<file path="config.mk">
export PLATFORM = sky130hd
export DESIGN_NAME = decode_stage
export DESIGN_NICKNAME = d
export VERILOG_FILES = /design/src/rtl/decode_pkg.sv /design/src/rtl/decode_stage_imm_gen.sv /design/src/rtl/decode_stage.sv
export SDC_FILE = /design/constraint.sdc
export NUM_CORES = 1
export LEC_CHECK = 0
export CAP_MARGIN = 20
export CORE_MARGIN = 2
export CORE_UTILIZATION = 39
export DETAILED_ROUTE_END_ITERATION = 8
export GPL_ROUTABILITY_DRIVEN = 0
export GPL_TIMING_DRIVEN = 0
export PLACE_DENSITY = 0.8
export SKIP_LAST_GASP = 1
export SYNTH_ARGS = -nofsm -noshare
export SYNTH_HDL_FRONTEND = slang
export SYNTH_SLANG_ARGS = --single-unit
</file>
<file path="constraint.sdc">
create_clock -name clk -period 2.2 [get_ports clk]
set_input_delay 0.33 -clock clk [delete_from_list [all_inputs] [get_ports clk]]
set_output_delay 0.33 -clock clk [all_outputs]
set_load 0.02 [all_outputs]
</file>
<file path="src/rtl/decode_pkg.sv">
// decode_pkg: opcodes, exception codes and instruction formats
// shared by the decode stage and its immediate generator.
package decode_pkg;

    localparam int EX_W = 4;

    localparam logic [6:0] OP_LUI      = 7'b0110111;
    localparam logic [6:0] OP_AUIPC    = 7'b0010111;
    localparam logic [6:0] OP_JAL      = 7'b1101111;
    localparam logic [6:0] OP_JALR     = 7'b1100111;
    localparam logic [6:0] OP_BRANCH   = 7'b1100011;
    localparam logic [6:0] OP_LOAD     = 7'b0000011;
    localparam logic [6:0] OP_STORE    = 7'b0100011;
    localparam logic [6:0] OP_IMM      = 7'b0010011;
    localparam logic [6:0] OP_OP       = 7'b0110011;
    localparam logic [6:0] OP_MISC_MEM = 7'b0001111;
    localparam logic [6:0] OP_SYSTEM   = 7'b1110011;

    localparam logic [EX_W-1:0] EX_ILLEGAL_INSTR = 4'd2;
    localparam logic [EX_W-1:0] EX_BREAKPOINT    = 4'd3;
    localparam logic [EX_W-1:0] EX_ECALL_M       = 4'd11;

    localparam logic [31:0] INSTR_ECALL  = 32'h0000_0073;
    localparam logic [31:0] INSTR_EBREAK = 32'h0010_0073;

    typedef enum logic [2:0] {
        FMT_R,
        FMT_I,
        FMT_S,
        FMT_B,
        FMT_U,
        FMT_J,
        FMT_X
    } fmt_e;

    // FMT_X marks an opcode outside RV32I (also catches instr[1:0] != 2'b11)
    function automatic fmt_e fmt_of(input logic [6:0] op);
        fmt_e f;
        case (op)
            OP_LUI, OP_AUIPC:  f = FMT_U;
            OP_JAL:            f = FMT_J;
            OP_BRANCH:         f = FMT_B;
            OP_STORE:          f = FMT_S;
            OP_OP:             f = FMT_R;
            OP_JALR, OP_LOAD, OP_IMM,
            OP_MISC_MEM, OP_SYSTEM: f = FMT_I;
            default:           f = FMT_X;
        endcase
        return f;
    endfunction

endpackage

</file>
<file path="src/rtl/decode_stage_imm_gen.sv">
// decode_stage_imm_gen: instruction format classification and
// sign-extended RV32I immediate generation.
module decode_stage_imm_gen
    import decode_pkg::*;
(
    input  logic [31:0] instr,
    output logic [31:0] imm,
    output fmt_e        fmt
);

    logic s;

    assign s   = instr[31];
    assign fmt = fmt_of(instr[6:0]);

    always_comb begin
        imm = '0;
        case (fmt)
            FMT_I: imm = {{20{s}}, instr[31:20]};
            FMT_S: imm = {{20{s}}, instr[31:25], instr[11:7]};
            FMT_B: imm = {{19{s}}, s, instr[7], instr[30:25],
                          instr[11:8], 1'b0};
            FMT_U: imm = {instr[31:12], 12'b0};
            FMT_J: imm = {{11{s}}, s, instr[19:12], instr[20],
                          instr[30:21], 1'b0};
            default: imm = '0;
        endcase
    end

endmodule

</file>
<file path="src/rtl/decode_stage.sv">
// decode_stage: RV32I decode, register read with writeback bypass,
// load-use hazard detection and registered decode packet.
module decode_stage
    import decode_pkg::*;
#(
    parameter int REG_AW = 5,
    parameter int XLEN   = 32
) (
    input  logic              clk,
    input  logic              reset,
    input  logic [XLEN-1:0]   instr_in,
    input  logic [XLEN-1:0]   pc_in,
    input  logic [EX_W-1:0]   ex_in,
    input  logic              ex_valid_in,
    input  logic              valid_in,
    input  logic              stall_in,
    input  logic              flush,
    output logic              stall_out,
    output logic [REG_AW-1:0] rs1_addr,
    output logic [REG_AW-1:0] rs2_addr,
    input  logic [XLEN-1:0]   rs1_data,
    input  logic [XLEN-1:0]   rs2_data,
    input  logic              wb_en,
    input  logic [REG_AW-1:0] wb_rd,
    input  logic [XLEN-1:0]   wb_data,
    output logic [XLEN-1:0]   pc_out,
    output logic [6:0]        opcode_out,
    output logic [2:0]        funct3_out,
    output logic              funct7b5_out,
    output logic [REG_AW-1:0] rd_out,
    output logic [XLEN-1:0]   op1_out,
    output logic [XLEN-1:0]   op2_out,
    output logic [XLEN-1:0]   imm_out,
    output logic [EX_W-1:0]   exception,
    output logic              exception_valid,
    output logic              pipeline_valid
);

    logic [XLEN-1:0]   imm;
    fmt_e              fmt;
    logic              use_rs1;
    logic              use_rs2;
    logic              hazard;
    logic [EX_W-1:0]   ex_nxt;
    logic              exv_nxt;
    logic [REG_AW-1:0] rd_nxt;

    decode_stage_imm_gen u_imm_gen (
        .instr (instr_in),
        .imm   (imm),
        .fmt   (fmt)
    );

    assign rs1_addr = instr_in[19:15];
    assign rs2_addr = instr_in[24:20];

    assign use_rs1 = !(fmt inside {FMT_U, FMT_J});
    assign use_rs2 = fmt inside {FMT_R, FMT_S, FMT_B};

    // load in the packet register feeding the instruction now at fetch
    assign hazard = pipeline_valid && (opcode_out == OP_LOAD)
                 && (rd_out != '0) && valid_in
                 && ((use_rs1 && rd_out == rs1_addr)
                  || (use_rs2 && rd_out == rs2_addr));

    assign stall_out = !flush && (stall_in || hazard);

    always_comb begin
        ex_nxt  = '0;
        exv_nxt = 1'b1;
        priority case (1'b1)
            ex_valid_in:              ex_nxt  = ex_in;
            fmt == FMT_X:             ex_nxt  = EX_ILLEGAL_INSTR;
            instr_in == INSTR_ECALL:  ex_nxt  = EX_ECALL_M;
            instr_in == INSTR_EBREAK: ex_nxt  = EX_BREAKPOINT;
            default:                  exv_nxt = 1'b0;
        endcase
    end

    assign rd_nxt = (exv_nxt || fmt inside {FMT_S, FMT_B})
                  ? '0 : instr_in[11:7];

    function automatic logic [XLEN-1:0] bypass(
        input logic [REG_AW-1:0] a,
        input logic [XLEN-1:0]   d
    );
        if (a == '0)
            return '0;
        if (wb_en && wb_rd == a)
            return wb_data;
        return d;
    endfunction

    always_ff @(posedge clk) begin
        if (reset) begin
            pipeline_valid  <= 1'b0;
            exception_valid <= 1'b0;
            exception       <= '0;
            pc_out          <= '0;
            opcode_out      <= '0;
            funct3_out      <= '0;
            funct7b5_out    <= 1'b0;
            rd_out          <= '0;
            op1_out         <= '0;
            op2_out         <= '0;
            imm_out         <= '0;
        end else if (flush) begin
            pipeline_valid  <= 1'b0;
            exception_valid <= 1'b0;
        end else if (!stall_in) begin
            if (hazard || !valid_in) begin
                pipeline_valid  <= 1'b0;
                exception_valid <= 1'b0;
            end else begin
                pipeline_valid  <= 1'b1;
                exception_valid <= exv_nxt;
                exception       <= ex_nxt;
                pc_out          <= pc_in;
                opcode_out      <= instr_in[6:0];
                funct3_out      <= instr_in[14:12];
                funct7b5_out    <= instr_in[30];
                rd_out          <= rd_nxt;
                op1_out         <= bypass(rs1_addr, rs1_data);
                op2_out         <= bypass(rs2_addr, rs2_data);
                imm_out         <= imm;
            end
        end
    end

endmodule

</file>
Word-level counts from Yosys, hierarchy flattened
Index checks and enable logic that the tools add are counted.
{"block": "classes", "eq_ne": 24, "bitwise_logic": 3, "n_mux": 43, "n_reduce_logical": 27}
{"cell": "2-to-1 mux 32 bit", "count": 8}
{"cell": "case mux 32 bit (5 select lines)", "count": 1}
{"cell": "== test 32 x 21 -> 1 bit, second input constant", "count": 1}
{"cell": "== test 32 x 7 -> 1 bit, second input constant", "count": 1}
{"cell": "== test 7 bit, second input constant", "count": 4}
{"cell": "2-to-1 mux 1 bit", "count": 28}
{"cell": "== test 7 x 6 -> 1 bit, second input constant", "count": 3}
{"cell": "== test 5 bit", "count": 4}
{"cell": "case mux 3 bit (6 select lines)", "count": 1}
{"cell": "== test 7 x 2 -> 1 bit, second input constant", "count": 2}
{"cell": "== test 7 x 5 -> 1 bit, second input constant", "count": 2}
{"cell": "2-to-1 mux 4 bit", "count": 3}
{"cell": "logical NOT 5 bit", "count": 2}
{"cell": "== test 3 bit, second input constant", "count": 3}
{"cell": "logical AND 1 bit", "count": 9}
{"cell": "== test 7 x 4 -> 1 bit, second input constant", "count": 1}
{"cell": "== test 3 x 2 -> 1 bit, second input constant", "count": 2}
{"cell": "2-to-1 mux 5 bit", "count": 1}
{"cell": "nonzero test 5 bit", "count": 1}
{"cell": "OR reduction 5 bit", "count": 1}
{"cell": "logical OR 1 bit", "count": 4}
{"cell": "nonzero test 2 bit", "count": 2}
{"cell": "OR reduction 2 bit", "count": 2}
{"cell": "== test 3 x 1 -> 1 bit, second input constant", "count": 1}
{"cell": "other kinds (6)", "count": 10}
{"block": "word_totals", "input_bits": 176, "elab_cells": 108, "out_inout_bits": 161, "regBits": 150}

Longest topological paths before layout
Gate-level depths: netlist (run 1).
{"block": "logic_depth", "ltp_word": 21, "ltp_mapped": 9, "mapped_depth_nobuf": 5}

Cells and area by module
From an unflattened synthesis (run 1), not the netlist that was laid out.
{"block": "unflattened", "cells_unflattened": 942, "hier_area_um2": 8318.0}
{"module": "decode_stage", "cells_each": 839, "area_per_inst_um2": 7659.8, "seq_area_each_um2": 3002.9, "instances": 1}
{"module": "decode_stage_imm_gen", "cells_each": 103, "area_per_inst_um2": 658.1, "seq_area_each_um2": 0.0, "instances": 1}

Worst setup path after synthesis (run 1)
Ideal clock, no wire load.
{"block": "synth_timing", "kind": "flip-flop to flip-flop", "start": "register pipeline_valid", "end": "register op1_out[0]", "setup_ns": 0.123, "path_buffers": 2, "arrival_time_ns": 2.182, "setup_slack_ns": -0.106, "synth_period_minus_slack_ns": 2.306, "stages_incl_launch_ff": 8, "required_ns": 2.077, "cell_sequence": "dfxtp_1 > nor4bb_1 > nand4_1 > or4_4 > nand3_1 > buf_4 > buf_4 > mux2_1"}
{"block": "synth_between", "elab_chain_cells": 7}
{"item": "start: declaration", "line": "decode_stage.sv:36", "text": "output logic pipeline_valid"}
{"item": "start signal: assignment", "line": "decode_stage.sv:96", "text": "pipeline_valid <= 1'b0;"}
{"item": "start signal: assignment", "line": "decode_stage.sv:108", "text": "pipeline_valid <= 1'b0;"}
{"item": "start signal: assignment", "line": "decode_stage.sv:112", "text": "pipeline_valid <= 1'b0;"}
{"item": "logical AND 1 bit", "line": "decode_stage.sv:61", "text": "assign hazard = pipeline_valid && (opcode_out == OP_LOAD)"}
{"item": "logical AND 1 bit (2 in series)", "line": "decode_stage.sv:62", "text": "&& (rd_out != '0) && valid_in"}
{"item": "logical AND 1 bit", "line": "decode_stage.sv:63", "text": "&& ((use_rs1 && rd_out == rs1_addr)"}
{"item": "logical OR 1 bit", "line": "decode_stage.sv:111", "text": "if (hazard || !valid_in) begin"}
{"item": "inverter 1 bit (no line)"}
{"item": "AND reduction 3 bit (no line)"}
{"item": "end signal: assignment", "line": "decode_stage.sv:123", "text": "op1_out <= bypass(rs1_addr, rs1_data);"}
{"item": "end: declaration", "line": "decode_stage.sv:31", "text": "output logic [XLEN-1:0] op1_out,"}
Every way passes these cells.
A chain may end at the register's enable or synchronous reset.

Final worst setup path (run 1)
{"block": "layout_timing", "start": "register opcode_out[6]", "end": "output port stall_out"}
{"block": "layout_between", "elab_chain_cells": 7}
{"item": "start: declaration", "line": "decode_stage.sv:27", "text": "output logic [6:0] opcode_out,"}
{"item": "start signal: assignment", "line": "decode_stage.sv:119", "text": "opcode_out <= instr_in[6:0];"}
{"item": "== test 7 x 2 -> 1 bit", "line": "decode_stage.sv:61"}
{"item": "logical AND 1 bit", "line": "decode_stage.sv:61"}
{"item": "logical AND 1 bit (2 in series)", "line": "decode_stage.sv:62"}
{"item": "logical AND 1 bit", "line": "decode_stage.sv:63"}
{"item": "logical OR 1 bit", "line": "decode_stage.sv:66", "text": "assign stall_out = !flush && (stall_in || hazard);"}
{"item": "logical AND 1 bit", "line": "decode_stage.sv:66"}
{"item": "end: declaration", "line": "decode_stage.sv:18", "text": "output logic stall_out,"}
Every way passes these cells.

==> results.sh, run 1 <==
export IMPL_num_rows=52
export IMPL_dieArea_um2=21910
export IMPL_routed_wl_mm=32.54
export IMPL_cp_arrival_ns=2.43
export IMPL_final_instance_count_excl_fill=1596
export IMPL_r2r_end="imm_out[21]"
export IMPL_dpl_instance_area_um2=11800
export IMPL_wl_per_cell_um=20.39
export IMPL_critical_path_endpoint="stall_out"
export IMPL_drv_cap=0
export IMPL_hp_class="in -> reg"
export IMPL_cts_clk_slew_worst_paths_ns=0.07
export IMPL_syn_area_um2=8090
export IMPL_status="complete, but fails checks"
export IMPL_viasPerCell=5.499
export IMPL_setup_viol=150
export IMPL_crit_start="opcode_out[6]"
export IMPL_dr_pass1_iters=5
export IMPL_drv_slew=0
export IMPL_grt_overflow_total=0
export IMPL_post_route_period_util=1.253
export IMPL_ctsHoldBuffers=0
export IMPL_clock_latency_ns=0.42
export IMPL_synth_edf_count=0
export IMPL_vias=8777
export IMPL_route_detailed_drc=0
export IMPL_grt_pass1_vias=8658
export IMPL_worstSetupStartpointType="flop"
export IMPL_layout_commonest_cell="clkdlybuf4s50_1"
export IMPL_drt_antenna_violating_nets=0
export IMPL_boundaryPins=337
export IMPL_die_w_um=148.0
export IMPL_port_buffers=335
export IMPL_syn_mean_instance_area_um2=8.607
export IMPL_min_period_ns=2.756
export IMPL_cts_buffers=17
export IMPL_slew_headroom=0.3637
export IMPL_fmax_mhz=362.8
export IMPL_fin_setup_tns_ns=-56.65
export IMPL_dp_cells=1545
export IMPL_syn_to_final_growth_pct=59.06
export IMPL_synth_ff_type="dfxtp_1"
export IMPL_grt_max_degree=17
export IMPL_hold_viol=0
export IMPL_cts_tree="yes"
export IMPL_cts_num_sinks=150
export IMPL_syn_num_nets=1116
export IMPL_tightestPinTransition_ns=0.9544
export IMPL_fin_util=0.6339
export IMPL_die_y_um=148.0
export IMPL_cp_max_fo=2
export IMPL_final_nets=1489
export IMPL_holdWs_ns=0.3842
export IMPL_r2r_start="opcode_out[6]"
export IMPL_worst_slack_ns=-0.5562
export IMPL_cts_path_max_buffers=2
export IMPL_powerDensity_nw_per_um2=577.6
export IMPL_clockRootBuffer="clkbuf_16"
export IMPL_drtIter0Drc=648
export IMPL_reg2reg_slack_ns=-0.48
export IMPL_ys_ff_latch=150
export IMPL_p_leak_nw=4.692
export IMPL_cp_end_kind="output pin"
export IMPL_ys_warn_count=0
export IMPL_start_util=0.3985
export IMPL_nFillCells=1726
export IMPL_antenna_found_initial=0
export IMPL_n_antenna_cell=0
export IMPL_total_power_mw=7.433
export IMPL_yosysUniqueCellTypes=56
export IMPL_reg2regPathDepth=10
export IMPL_netlist_instances=940
export IMPL_violations="negative setup slack"
export IMPL_dp_hpwl_mm=23.97
export IMPL_required_ns=1.87
export IMPL_async_flop_share=0
export IMPL_yosysSeqAreaShare=0.3712
export IMPL_layout_common_cells="clkdlybuf4s50_1, dfxtp_1, nand2_1, a21oi_1, nand3_1"
export IMPL_core_area_um2=20300
export IMPL_skew_ns=0.006799
export IMPL_worstSetupPathType="reg -> out"
export IMPL_grt_setup_unrepaired="true"
export IMPL_design_area_um2=12870
export IMPL_drive_gt1_frac=0.09955
export IMPL_pre_cts_slack_ns=-1.379
export IMPL_grt_usage=0.2848
export IMPL_ir_drop_v=0.0004973
export IMPL_grt_pass1_wl_mm=48.39
export IMPL_htree_levels=4
## registers in the layout, summed over array words and instances, names as in the netlist
name / cells
rd_out: 5
pc_out: 32
funct3_out: 3
imm_out: 32
opcode_out: 7
exception: 4
pipeline_valid: 1
exception_valid: 1
op1_out: 32
funct7b5_out: 1
op2_out: 32
## report_power, final
group | switching [mW] | internal (mW)
clock network | 1.33 | 1.74
registers | 0.0541 | 2.81
logic | 0.754 | 0.742
## critical path, cell delays in order (launching register included)
cell and delay [ns]:
dfxtp_2 0.34, nor4bb_4 0.33, nand4_1 0.24, or4_4 0.58, buf_6 0.14, nand3b_1 0.10, nor2b_4 0.15, buf_6 0.12
## per-layer routing
| layer | GRT usage | routed length, µm | vias up |
|---|---|---|---|
| met1 | 0.3259 | 12270 | 4131 |
| met5 | 0 | 0 | - |
| met4 | 0.1205 | 1228 | 0 |
| met3 | 0.07994 | 3161 | 80 |
| li1 | - | - | 4089 |
| met2 | 0.4975 | 15880 | 477 |
## cell type report
cell class                 count  area [µm²]  area share
multi-input combinational    687        4642      0.3607
timing repair buffer         355        3635      0.2825
sequential                   150        3007      0.2336
buffer                        98       630.6     0.04900
clock buffer                  18       439.2     0.03413
tap                          270       337.8     0.02625
clock inverter                14       162.7     0.01264
inverter                       4       15.01    0.001167
## how the worst min path moves through the flow
stage | from | endpoint | slack [ns] | cells past startpoint
2_1_floorplan | flush | pipeline_valid | 0.40 | 1
5_1_grt | instr_in[1] | opcode_out[1] | 0.37 | 3
3_3_place_gp | pc_out[25] | pc_out[25] | 0.44 | 2
6_report | instr_in[1] | opcode_out[1] | 0.38 | 3
3_5_place_dp | pc_out[2] | pc_out[2] | 0.45 | 2
4_1_cts | instr_in[1] | opcode_out[1] | 0.37 | 3
## Yosys cell counts, types with 16 or more instances
cell | n | area [µm²]
clkbuf_1 | 69 | 259.0
o21ai_0 | 70 | 350.3
xnor2_1 | 16 | 140.1
nor2b_1 | 68 | 425.4
a21oi_1 | 79 | 395.4
mux2i_1 | 56 | 560.5
dfxtp_1 | 150 | 3003
a31oi_1 | 25 | 156.4
nand2_1 | 116 | 435.4
a211oi_2 | 27 | 337.8
nand3_1 | 75 | 375.4
mux2_1 | 64 | 720.7
## repair_timing
action	in CTS	in global routing
setup endpoints to repair	154	150
pin swaps	3	3
resized for setup	66	13
setup buffers	7	6
gates cloned	3	4
## logic make-up (layout without fill, tap and decap cells)
group,after synthesis,after routing,share of synthesized area
adders and majority gates,1,1,0.001237
AOI/OAI and AO/OA,235,235,0.1881
DFF,150,150,0.3712
and+or+nand+nor,310,310,0.1949
xor gates and xnor gates,21,21,0.02273
buffers and inverters,103,489,0.06356
muxes,120,120,0.1584
No activity file was read; power rests on OpenSTA's default activity.
==> run 2: changes to the inputs <==
--- a/config.mk
+++ b/config.mk
@@ -6,12 +6,12 @@
 export NUM_CORES = 1
 export LEC_CHECK = 0
 export CAP_MARGIN = 20
+export CORE_ASPECT_RATIO = 0.6
 export CORE_MARGIN = 2
-export CORE_UTILIZATION = 39
+export CORE_UTILIZATION = 47
 export DETAILED_ROUTE_END_ITERATION = 8
-export GPL_ROUTABILITY_DRIVEN = 0
 export GPL_TIMING_DRIVEN = 0
-export PLACE_DENSITY = 0.8
+export PLACE_DENSITY = 0.9
 export SKIP_LAST_GASP = 1
 export SYNTH_ARGS = -nofsm -noshare
 export SYNTH_HDL_FRONTEND = slang
==> constraint.sdc (replaced) <==
create_clock -name clk -period 3.25 [get_ports clk]
set_input_delay 0.4875 -clock clk [delete_from_list [all_inputs] [get_ports clk]]
set_output_delay 0.4875 -clock clk [all_outputs]
set_load 0.02 [all_outputs]
==> run 2 against run 1 <==
The flow now finishes without violations. Critical path type is now in -> out. Setup slack better by 0.60 ns. Worst hold slack better by 0.077 ns. Sequential power shrank 32%. Critical endpoint unchanged. Critical path depth up 1. Final cell count down 3.4%.
==> results.sh, run 2 (same netlist as run 1, synthesis figures left out) <==
export IMPL_status="finished, final reports clean"
export IMPL_die_w_um=173.4
export IMPL_p_leak_nw=4.492
export IMPL_layout_commonest_cell="clkdlybuf4s50_1"
export IMPL_viasPerCell=5.852
export IMPL_grt_overflow_total=0
export IMPL_grt_pass1_wl_mm=49.07
export IMPL_post_cts_buffers=0
export IMPL_worst_path_most_repeated_cell="nand3b_1"
export IMPL_nFillCells=1276
export IMPL_r2r_start="opcode_out[5]"
export IMPL_hold_viol=0
export IMPL_required_ns=2.76
export IMPL_drtIter0Drc=1091
export IMPL_cp_max_fo=10
export IMPL_start_util=0.4762
export IMPL_drv_cap=0
export IMPL_dp_hpwl_mm=24.43
export IMPL_min_period_ns=3.211
export IMPL_layout_common_cells="clkdlybuf4s50_1, dfxtp_1, nand2_1, a21oi_1, nand3_1"
export IMPL_worstSetupPathType="in -> out"
export IMPL_powerDensity_nw_per_um2=405.9
export IMPL_dieArea_um2=18310
export IMPL_port_buffers=335
export IMPL_fmax_mhz=311.4
export IMPL_setup_viol=0
export IMPL_ir_drop_v=0.0004071
export IMPL_cts_tree="yes"
export IMPL_core_area_um2=16990
export IMPL_n_antenna_cell=0
export IMPL_tightestPinTransition_ns=1.188
export IMPL_dpl_instance_area_um2=11740
export IMPL_hp_class="reg -> reg"
export IMPL_cts_num_sinks=150
export IMPL_cts_clk_slew_worst_paths_ns=0.07
export IMPL_die_y_um=105.6
export IMPL_boundaryPins=337
export IMPL_path_buf_inv=3
export IMPL_syn_to_final_growth_pct=53.09
export IMPL_dr_pass1_iters=6
export IMPL_post_route_period_util=0.9880
export IMPL_num_rows=37
export IMPL_cpPeakStageDelay_ns=0.65
export IMPL_pre_cts_slack_ns=-0.6805
export IMPL_cts_path_max_buffers=2
export IMPL_multiInputGateArea_um2=4608
export IMPL_cts_buffers=17
export IMPL_drt_antenna_violating_nets=0
export IMPL_cp_end_kind="output pin"
export IMPL_slowest_stage="clkdlybuf4s50_1"
export IMPL_worstSetupStartpointType="input port"
export IMPL_total_power_mw=5.028
export IMPL_gp_congestion=0.9549
export IMPL_crit_chain="clkdlybuf4s50_1 > nand3b_1 > a2bb2o_4 > or4_4 > buf_6 > nand3b_1 > nor2b_1 > buf_4"
export IMPL_seq_area_um2=3003
export IMPL_dp_cells=1509
export IMPL_design_area_um2=12390
export IMPL_grt_max_degree=17
export IMPL_hold_start="pc_out[23]"
export IMPL_antenna_found_initial=0
export IMPL_drive_gt1_frac=0.07498
export IMPL_htree_levels=4
export IMPL_clockRootBuffer="clkbuf_16"
export IMPL_worst_slack_ns=0.03884
export IMPL_skew_ns=0.01412
export IMPL_vias=9018
export IMPL_critPathTopFamily="simple AND/OR/NAND/NOR gates"
export IMPL_route_detailed_drc=0
export IMPL_grt_pass1_vias=8735
export IMPL_routed_wl_mm=32.17
export IMPL_final_instance_count_excl_fill=1541
export IMPL_clock_latency_ns=0.42
export IMPL_grt_usage=0.3414
export IMPL_wl_per_cell_um=20.88
export IMPL_crit_start="instr_in[6]"
export IMPL_slew_headroom=0.2035
export IMPL_drv_slew=0
export IMPL_final_nets=1470
export IMPL_cp_arrival_ns=2.72
export IMPL_holdWs_ns=0.4614
run 2: cell types whose count changed in the layout (fill, tap and decap cells not counted), moves of 4 or more:
cell,before,now
inv_8,2,6
clkbuf_2,6,1
buf_4,22,15
clkbuf_1,62,68
clkdlybuf4s50_1,324,331
clkbuf_16,21,17
dlygate4sd2_1,10,0
buf_12,11,0
buf_2,2,6
run 2: stage by stage:
step | setup TNS [ns] | utilization
3_5_place_dp | -22.08 | 0.6908
3_3_place_gp | -12.02 | 0.6908
4_1_cts | 0 | 0.7276
2_1_floorplan | 0 | -
6_report | 0 | 0.7290
5_1_grt | -0.003030 | 0.7290
run 2: layout make-up:
| type | instances | area share |
|---|---|---|
| multi-input combinational | 687 | 0.3721 |
| timing repair buffer | 335 | 0.2711 |
| sequential | 150 | 0.2424 |
| buffer | 99 | 0.04041 |
| clock buffer | 17 | 0.03435 |
| tap | 234 | 0.02364 |
| clock inverter | 15 | 0.01475 |
| inverter | 4 | 0.001212 |
run 2: tightest hold or removal path: cells and delay by family, from the launching register on:
family	cells	cell delay (ns)
DFF	1	0.31
and+or+nand+nor	1	0.05
muxes	1	0.05
run 2: report_power, final:
part	switching (mW)	total, mW	internal, mW
registers	0.0376	1.94	1.90
logic	0.511	0.985	0.474
clock network	0.929	2.10	1.17
run 2: routing by layer:
| metal | GRT usage | vias to the layer above | wire length [µm] |
|---|---|---|---|
| met3 | 0.08550 | 73 | 2945 |
| met4 | 0.1041 | 0 | 841 |
| li1 | - | 4053 | - |
| met2 | 0.5006 | 532 | 13680 |
| met1 | 0.4912 | 4360 | 14700 |
| met5 | 0 | - | 0 |
run 2: timing repair:
item	4_1_cts	5_1_grt
gates resized for setup	9	6
cloned	0	0
endpoints found under the setup margin	1	1
pin swaps	2	2
hold buffers	0	0
run 2: worst paths after layout:
kind	slack, ns	cells past startpoint	end
worst max-delay path	0.04	8	stall_out
worst min-delay path	0.46	2	pc_out[23]
worst max register to register	0.46	7	op2_out[30]
worst min register to register	0.46	2	pc_out[23]
